<file path="config.mk">
export PLATFORM = sky130hd
export DESIGN_NAME = fb_port_arbiter
export DESIGN_NICKNAME = d
export VERILOG_FILES = /design/src/rtl/fb_arb_pkg.sv /design/src/rtl/fb_stream_fifo.sv /design/src/rtl/fb_port_arbiter.sv
export SDC_FILE = /design/constraint.sdc
export NUM_CORES = 1
export LEC_CHECK = 0
export BUFFER_PORTS_ARGS = -buffer_cell sky130_fd_sc_hd__clkbuf_2
export CAP_MARGIN = 20
export CELL_PAD_IN_SITES_DETAIL_PLACEMENT = 0
export CELL_PAD_IN_SITES_GLOBAL_PLACEMENT = 2
export CORE_MARGIN = 3
export CORE_UTILIZATION = 25
export DETAILED_ROUTE_END_ITERATION = 7
export PLACE_DENSITY = 0.56
export SLEW_MARGIN = 20
export SYNTH_ARGS = -nofsm -noshare
export SYNTH_HDL_FRONTEND = slang
export SYNTH_SLANG_ARGS = --single-unit
</file>
<file path="constraint.sdc">
create_clock -name clk_clk -period 5.2 [get_ports clk_clk]
set_input_delay 1.04 -clock clk_clk [delete_from_list [all_inputs] [get_ports clk_clk]]
set_output_delay 1.04 -clock clk_clk [all_outputs]
set_load 0.03 [all_outputs]
</file>
<file path="src/rtl/fb_arb_pkg.sv">
// Shared constants, FSM states and read-tag type for the framebuffer port arbiter.
package fb_arb_pkg;

    localparam int H_RES      = 320;
    localparam int V_RES      = 240;
    localparam int FRAME_PIX  = H_RES * V_RES;
    localparam int PIX_W      = 8;
    localparam int ADDR_W     = 17;
    localparam int FIFO_DEPTH = 8;
    localparam int LOW_WM     = 4;
    localparam int RD_LAT     = 2;

    typedef enum logic [1:0] {
        ST_IDLE   = 2'd0,
        ST_RUN    = 2'd1,
        ST_FINISH = 2'd2,
        ST_DRAIN  = 2'd3
    } arb_state_e;

    // One slot of the read-tracking shift register.
    typedef struct packed {
        logic vld;
        logic sop;
        logic eop;
    } rd_tag_t;

endpackage

</file>
<file path="src/rtl/fb_stream_fifo.sv">
// Synchronous FIFO holding returned pixels with their sop/eop tags.
module fb_stream_fifo
    import fb_arb_pkg::*;
#(
    parameter int DEPTH = FIFO_DEPTH,
    parameter int W     = PIX_W + 2
) (
    input  logic                       clk,
    input  logic                       rst_n,
    input  logic                       push,
    input  logic [W-1:0]               push_data,
    input  logic                       pop,
    output logic [W-1:0]               pop_data,
    output logic [$clog2(DEPTH+1)-1:0] count,
    output logic                       empty
);

    localparam int PTR_W = (DEPTH > 1) ? $clog2(DEPTH) : 1;
    localparam int CNT_W = $clog2(DEPTH + 1);

    logic [W-1:0]     store [DEPTH];
    logic [PTR_W-1:0] wr_ptr;
    logic [PTR_W-1:0] rd_ptr;
    logic             do_pop;

    // Upstream bounds the fill level, so push never meets a full FIFO.
    assign empty    = (count == '0);
    assign do_pop   = pop && !empty;
    assign pop_data = store[rd_ptr];

    // Storage array needs no reset; only pointers and count define contents.
    always_ff @(posedge clk) begin
        if (push) store[wr_ptr] <= push_data;
    end

    // Pointer and occupancy tracking; push+pop together leaves count alone.
    always_ff @(posedge clk or negedge rst_n) begin
        if (!rst_n) begin
            wr_ptr <= '0;
            rd_ptr <= '0;
            count  <= '0;
        end else begin
            if (push)
                wr_ptr <= (wr_ptr == PTR_W'(DEPTH - 1)) ? '0 : wr_ptr + 1'b1;
            if (do_pop)
                rd_ptr <= (rd_ptr == PTR_W'(DEPTH - 1)) ? '0 : rd_ptr + 1'b1;
            case ({push, do_pop})
                2'b10:   count <= count + CNT_W'(1);
                2'b01:   count <= count - CNT_W'(1);
                default: count <= count;
            endcase
        end
    end

endmodule

</file>
<file path="src/rtl/fb_port_arbiter.sv">
// Shares one single-port framebuffer RAM between the Sobel writer and the
// VGA stream reader. Reader gets priority while the stream buffer runs low.
module fb_port_arbiter #(
    parameter int H_RES      = fb_arb_pkg::H_RES,
    parameter int V_RES      = fb_arb_pkg::V_RES,
    parameter int PIX_W      = fb_arb_pkg::PIX_W,
    parameter int ADDR_W     = fb_arb_pkg::ADDR_W,
    parameter int FIFO_DEPTH = fb_arb_pkg::FIFO_DEPTH,
    parameter int LOW_WM     = fb_arb_pkg::LOW_WM
) (
    input  logic              clk_clk,
    input  logic              reset_reset_n,
    input  logic              en,
    input  logic              wr_req,
    input  logic [ADDR_W-1:0] wr_addr,
    input  logic [PIX_W-1:0]  wr_data,
    output logic              wr_ack,
    output logic [ADDR_W-1:0] mem_addr,
    output logic [PIX_W-1:0]  mem_wdata,
    output logic              mem_we,
    output logic              mem_re,
    input  logic [PIX_W-1:0]  mem_rdata,
    output logic [23:0]       st_data,
    output logic              st_valid,
    input  logic              st_ready,
    output logic              st_sop,
    output logic              st_eop
);

    import fb_arb_pkg::*;

    localparam int                FRAME     = H_RES * V_RES;
    localparam logic [ADDR_W-1:0] LAST_ADDR = ADDR_W'(FRAME - 1);
    localparam int                CNT_W     = $clog2(FIFO_DEPTH + 1);
    localparam int                LVL_W     = $clog2(FIFO_DEPTH + RD_LAT + 2);
    localparam int                FW        = PIX_W + 2;

    arb_state_e             state, state_nxt;
    logic [ADDR_W-1:0]      rd_addr;
    rd_tag_t [RD_LAT:0]     rd_pipe;
    logic [CNT_W-1:0]       fifo_cnt;
    logic                   fifo_empty;
    logic [FW-1:0]          fifo_q;
    logic [LVL_W-1:0]       in_flight;
    logic [LVL_W-1:0]       level;
    logic                   rd_elig;
    logic                   rd_gnt;
    logic                   wr_gnt;
    logic                   rd_last;

    // Slot 0 is the cycle mem_re is on the port; data returns with slot RD_LAT.
    // Every occupied slot is counted so granted reads always have FIFO room.
    always_comb begin
        in_flight = '0;
        for (int i = 0; i <= RD_LAT; i++)
            in_flight = in_flight + LVL_W'(rd_pipe[i].vld);
        level = LVL_W'(fifo_cnt) + in_flight;
    end

    // Arbitration: starving reader first, then writer, then reader to fill up.
    always_comb begin
        rd_last = (rd_addr == LAST_ADDR);
        rd_elig = ((state == ST_RUN) || (state == ST_FINISH)) &&
                  (level < LVL_W'(FIFO_DEPTH));
        rd_gnt  = rd_elig && ((level < LVL_W'(LOW_WM)) || !wr_req);
        wr_gnt  = wr_req && !rd_gnt;
    end

    assign wr_ack = wr_gnt && reset_reset_n;

    // FSM state register.
    always_ff @(posedge clk_clk or negedge reset_reset_n) begin
        if (!reset_reset_n) state <= ST_IDLE;
        else                state <= state_nxt;
    end

    // Next-state: a frame only ends early-stop on its last address.
    always_comb begin
        state_nxt = state;
        case (state)
            ST_IDLE:   if (en) state_nxt = ST_RUN;
            ST_RUN:    if (!en) state_nxt = (rd_gnt && rd_last) ? ST_DRAIN : ST_FINISH;
            ST_FINISH: begin
                if (en)                  state_nxt = ST_RUN;
                else if (rd_gnt && rd_last) state_nxt = ST_DRAIN;
            end
            ST_DRAIN:  if (level == '0) state_nxt = ST_IDLE;
            default:   state_nxt = ST_IDLE;
        endcase
    end

    // Frame read address, wrapping at the last pixel.
    always_ff @(posedge clk_clk or negedge reset_reset_n) begin
        if (!reset_reset_n)  rd_addr <= '0;
        else if (rd_gnt)     rd_addr <= rd_last ? '0 : rd_addr + 1'b1;
    end

    // Registered RAM port plus the read-tag shift register behind it.
    always_ff @(posedge clk_clk or negedge reset_reset_n) begin
        if (!reset_reset_n) begin
            mem_addr  <= '0;
            mem_wdata <= '0;
            mem_we    <= 1'b0;
            rd_pipe   <= '0;
        end else begin
            mem_we     <= wr_gnt;
            rd_pipe[0] <= '{vld: rd_gnt,
                            sop: rd_gnt && (rd_addr == '0),
                            eop: rd_gnt && rd_last};
            for (int i = 1; i <= RD_LAT; i++)
                rd_pipe[i] <= rd_pipe[i-1];
            if (wr_gnt) begin
                mem_addr  <= wr_addr;
                mem_wdata <= wr_data;
            end else if (rd_gnt) begin
                mem_addr  <= rd_addr;
            end
        end
    end

    assign mem_re = rd_pipe[0].vld;

    fb_stream_fifo #(
        .DEPTH (FIFO_DEPTH),
        .W     (FW)
    ) u_fifo (
        .clk       (clk_clk),
        .rst_n     (reset_reset_n),
        .push      (rd_pipe[RD_LAT].vld),
        .push_data ({rd_pipe[RD_LAT].sop, rd_pipe[RD_LAT].eop, mem_rdata}),
        .pop       (st_valid && st_ready),
        .pop_data  (fifo_q),
        .count     (fifo_cnt),
        .empty     (fifo_empty)
    );

    // Stream outputs are forced to zero whenever nothing is buffered.
    always_comb begin
        st_valid = !fifo_empty;
        st_data  = st_valid ? {3{fifo_q[PIX_W-1:0]}} : 24'd0;
        st_sop   = st_valid && fifo_q[PIX_W+1];
        st_eop   = st_valid && fifo_q[PIX_W];
    end

endmodule
</file>
==> impl_metrics.yaml <==
routing:
  vias: 4049
  dr.pass1.iters: 4
  m1WireLength_mm: 7.128
  drc: 0
  topRoutingLayerUsed: "met4"
  route.met2.wl_mm: 7.640
  wl_mm: 15.50
  final_antenna_net_count: 0
  drt-initial-drc-count: 163
  routedWlPerCell_um: 17.26
  routed-wl-met3_um: 588
  vias_per_cell: 4.509
timing:
  skew_ns: 0.01023
  finalCriticalPeriod_ns: 4.419
  max_slew_margin_pct: 30.78
  hold_ws_ns: 0.3458
  setup_violations: 0
  slew_violations: 0
  setup_tns_ns: 0
  fmax_mhz: 226.3
  timing_hold_violations_final: 0
  fin_crit_sh_pct: 84.97
  rsz0062_at_grt: "false"
  worstMarginPinSlew_ns: 1.033
grt:
  grt-ovfl-total: 0
  track_usage_pct: 11.22
  grt_max_degree: 42
  grt_pass1_wl_mm: 25.01
  grt_pass1_vias: 4269
  antenna_found_initial: 0
yosys:
  synth_edf_count: 80
  async_flop_share_pct: 44.44
  ys.flop_type: "edfxtp_1"
  yosysSeqAreaShare_pct: 60.08
  syn_nets: 527
  yosysWarnings: 0
  synth.cell_area_mm2: 0.006664
  ys_ff_latch: 144
  netlist_instances: 470
  syn_area_per_cell_um2: 14.18
  ys_types: 58
floorplan:
  rows: 59
  die_y_um: 169.3
  die-area_mm2: 0.02865
  initial_utilization_pct: 25.50
  ios: 93
  design.core.area_mm2: 0.02613
  dieWidth_um: 169.3
setup_path:
  arrival_ns: 3.38
  crit_required_ns: 4.16
  cp_cell_sequence: "fa_1, ha_1, inv_1, fa_1, or3b_4, mux2i_4, o21ai_4, and3_1, clkbuf_2"
  reg2regPathDepth: 9
  critPathKind: "flop to output port"
  endpoint_kind: "output port"
  r2r_setup_slack_ns: 1.99
  critPathLaunchType: "flop"
  critPathMaxStageDelay_ns: 0.52
  path_max_fanout: 17
  startpoint: "u_fifo.count[0]$_DFFE_PN0P_"
  r2r_start: "u_fifo.count[0]$_DFFE_PN0P_"
  crit_top_cell: "fa_1"
  cpMaxStageDelayCell: "fa_1"
  timing.rr.end: "mem_wdata[7]$_DFFE_PN0P_"
  crit_path_end: "wr_ack"
power:
  p_per_area_mw_per_mm2: 616.4
  total_power_mw: 4.894
  vdd_drop_max_v: 0.0002136
  cellLeakagePower_nw: 3.268
clock_tree:
  htree_levels: 4
  cts_resized: 0
  cts_inserted_buffers: 17
  cts_setup_buffers: 0
  clk_pin_slew_worst_paths_ns: 0.06
  cts_tree: "yes"
  hold_buffers: 0
  cts.sinks: 144
  cts_root_buffer: "clkbuf_16"
  clockBufferDepth: 2
  clock_latency_ns: 0.42
layout:
  area_delta_synth_final_pct: 19.13
  final_nets: 607
  n_antenna_cell: 0
  drive_gt1_share_pct: 32.50
status:
  outcome: "finished clean"
flow_run:
  drv_cap: 0
place:
  dp_hpwl_mm: 10.48
  place_congestion: 0.7145
  io_buffers: 92
worst_hold_path:
  hp-class: "flop to flop"
cell usage after synthesis, types with 5 or more instances:
| cell type | number | area share (%) |
|---|---|---|
| o21ai_0 | 7 | 0.53 |
| inv_1 | 20 | 1.1 |
| xnor2_1 | 8 | 1.1 |
| nor2_1 | 24 | 1.4 |
| o211ai_1 | 15 | 1.7 |
| buf_4 | 20 | 2.3 |
| edfxtp_1 | 80 | 36 |
| mux4_2 | 20 | 6.8 |
| ha_1 | 16 | 3.0 |
| nand3_1 | 21 | 1.6 |
| mux2_2 | 5 | 0.84 |
| a21oi_1 | 6 | 0.45 |
| mux2i_1 | 29 | 4.4 |
| clkbuf_1 | 6 | 0.34 |
| buf_2 | 7 | 0.53 |
| dfrtp_1 | 64 | 24 |
| nand4_1 | 8 | 0.75 |
| mux2_4 | 7 | 1.6 |
| nand2b_1 | 6 | 0.56 |
| nand2_1 | 31 | 1.7 |
| nor4_1 | 6 | 0.56 |
| nor3_1 | 6 | 0.45 |
cell families after synthesis:
kind of cell,synth area share [%]
flops,60.08
simple gates,9.708
mux,14.04
xor+xnor,1.577
compound gates,5.689
fa+ha+maj,3.905
buf+inv,4.994
registers in the layout (all words and copies together), names as in the netlist, 2 cells and up:
signal / count
mem_addr: 17
mem_wdata: 8
rd_addr: 17
rd_pipe: 8
state: 2
u_fifo.count: 4
u_fifo.rd_ptr: 3
u_fifo.store: 80
u_fifo.wr_ptr: 3
area by class of cell:
cell class | instances | area [um^2]
Timing Repair Buffer | 100 | 520.5
Tap cell | 335 | 419.2
Multi-Input combinational cell | 266 | 2357
Fill cell | 2639 | 18190
Sequential cell | 144 | 4004
Clock buffer | 18 | 429.2
Clock inverter | 14 | 130.1
Inverter | 21 | 78.83
routing by layer:
layer	up-vias	global-route usage, %
met5	-	0
met4	0	2.489
met3	15	3.028
met2	99	18.92
met1	2048	14.54
li1	1887	-
worst min-delay path by stage:
| stage | cells after the start | start | end |
|---|---|---|---|
| floorplan | 0 | rd_pipe[0]$_DFF_PN0_ | rd_pipe[3]$_DFF_PN0_ |
| global placement | 0 | rd_pipe[0]$_DFF_PN0_ | rd_pipe[3]$_DFF_PN0_ |
| detailed placement | 0 | rd_pipe[1]$_DFF_PN0_ | rd_pipe[4]$_DFF_PN0_ |
| CTS | 0 | rd_pipe[0]$_DFF_PN0_ | rd_pipe[3]$_DFF_PN0_ |
| global route | 0 | rd_pipe[0]$_DFF_PN0_ | rd_pipe[3]$_DFF_PN0_ |
| finish | 0 | rd_pipe[0]$_DFF_PN0_ | rd_pipe[3]$_DFF_PN0_ |
stage by stage:
step / area, um^2 / setup WS [ns] / std cells / util [%]
finish: 7939 / 0.7814 / 898 / 30.38
global route: 7939 / 0.6123 / 898 / 30.38
CTS: 7933 / 0.7217 / 898 / 30.36
detailed placement: 7373 / 1.167 / 866 / 28.22
global placement: 7366 / 1.224 / 866 / 28.19
floorplan: 6664 / 1.422 / 470 / -
cell usage in the layout (no fill, tap or decap), types with 6 or more instances in the layout:
master,netlist,layout
clkbuf_2,0,91
edfxtp_1,80,80
dfrtp_1,64,64
nand2_1,31,31
mux2i_1,29,29
nor2_1,24,23
inv_1,20,20
mux4_2,20,20
nand3_1,21,20
clkbuf_16,0,17
ha_1,16,16
o211ai_1,15,15
xnor2_1,8,8
nand4_1,8,8
buf_4,20,8
o21ai_0,7,7
mux2_4,7,7
nand2b_1,6,6
a21oi_1,6,6
critical path, delay by kind of cell, from the launching register on:
family                     cells  cell delay [ns]
AOI/OAI and AO/OA              1             0.21
adders and majority gates      3             1.15
muxes                          1             0.21
and+or+nand+nor                2             0.69
DFF                            1             0.45
buffers and inverters          2             0.26
power breakdown:
group	leakage, nW	switching (mW)	internal, mW
sequential	1.54	0.273	1.41
combinational	1.46	1.29	0.759
clock	0.272	0.502	0.665
Note: power is estimated with default switching activity, not from simulation.
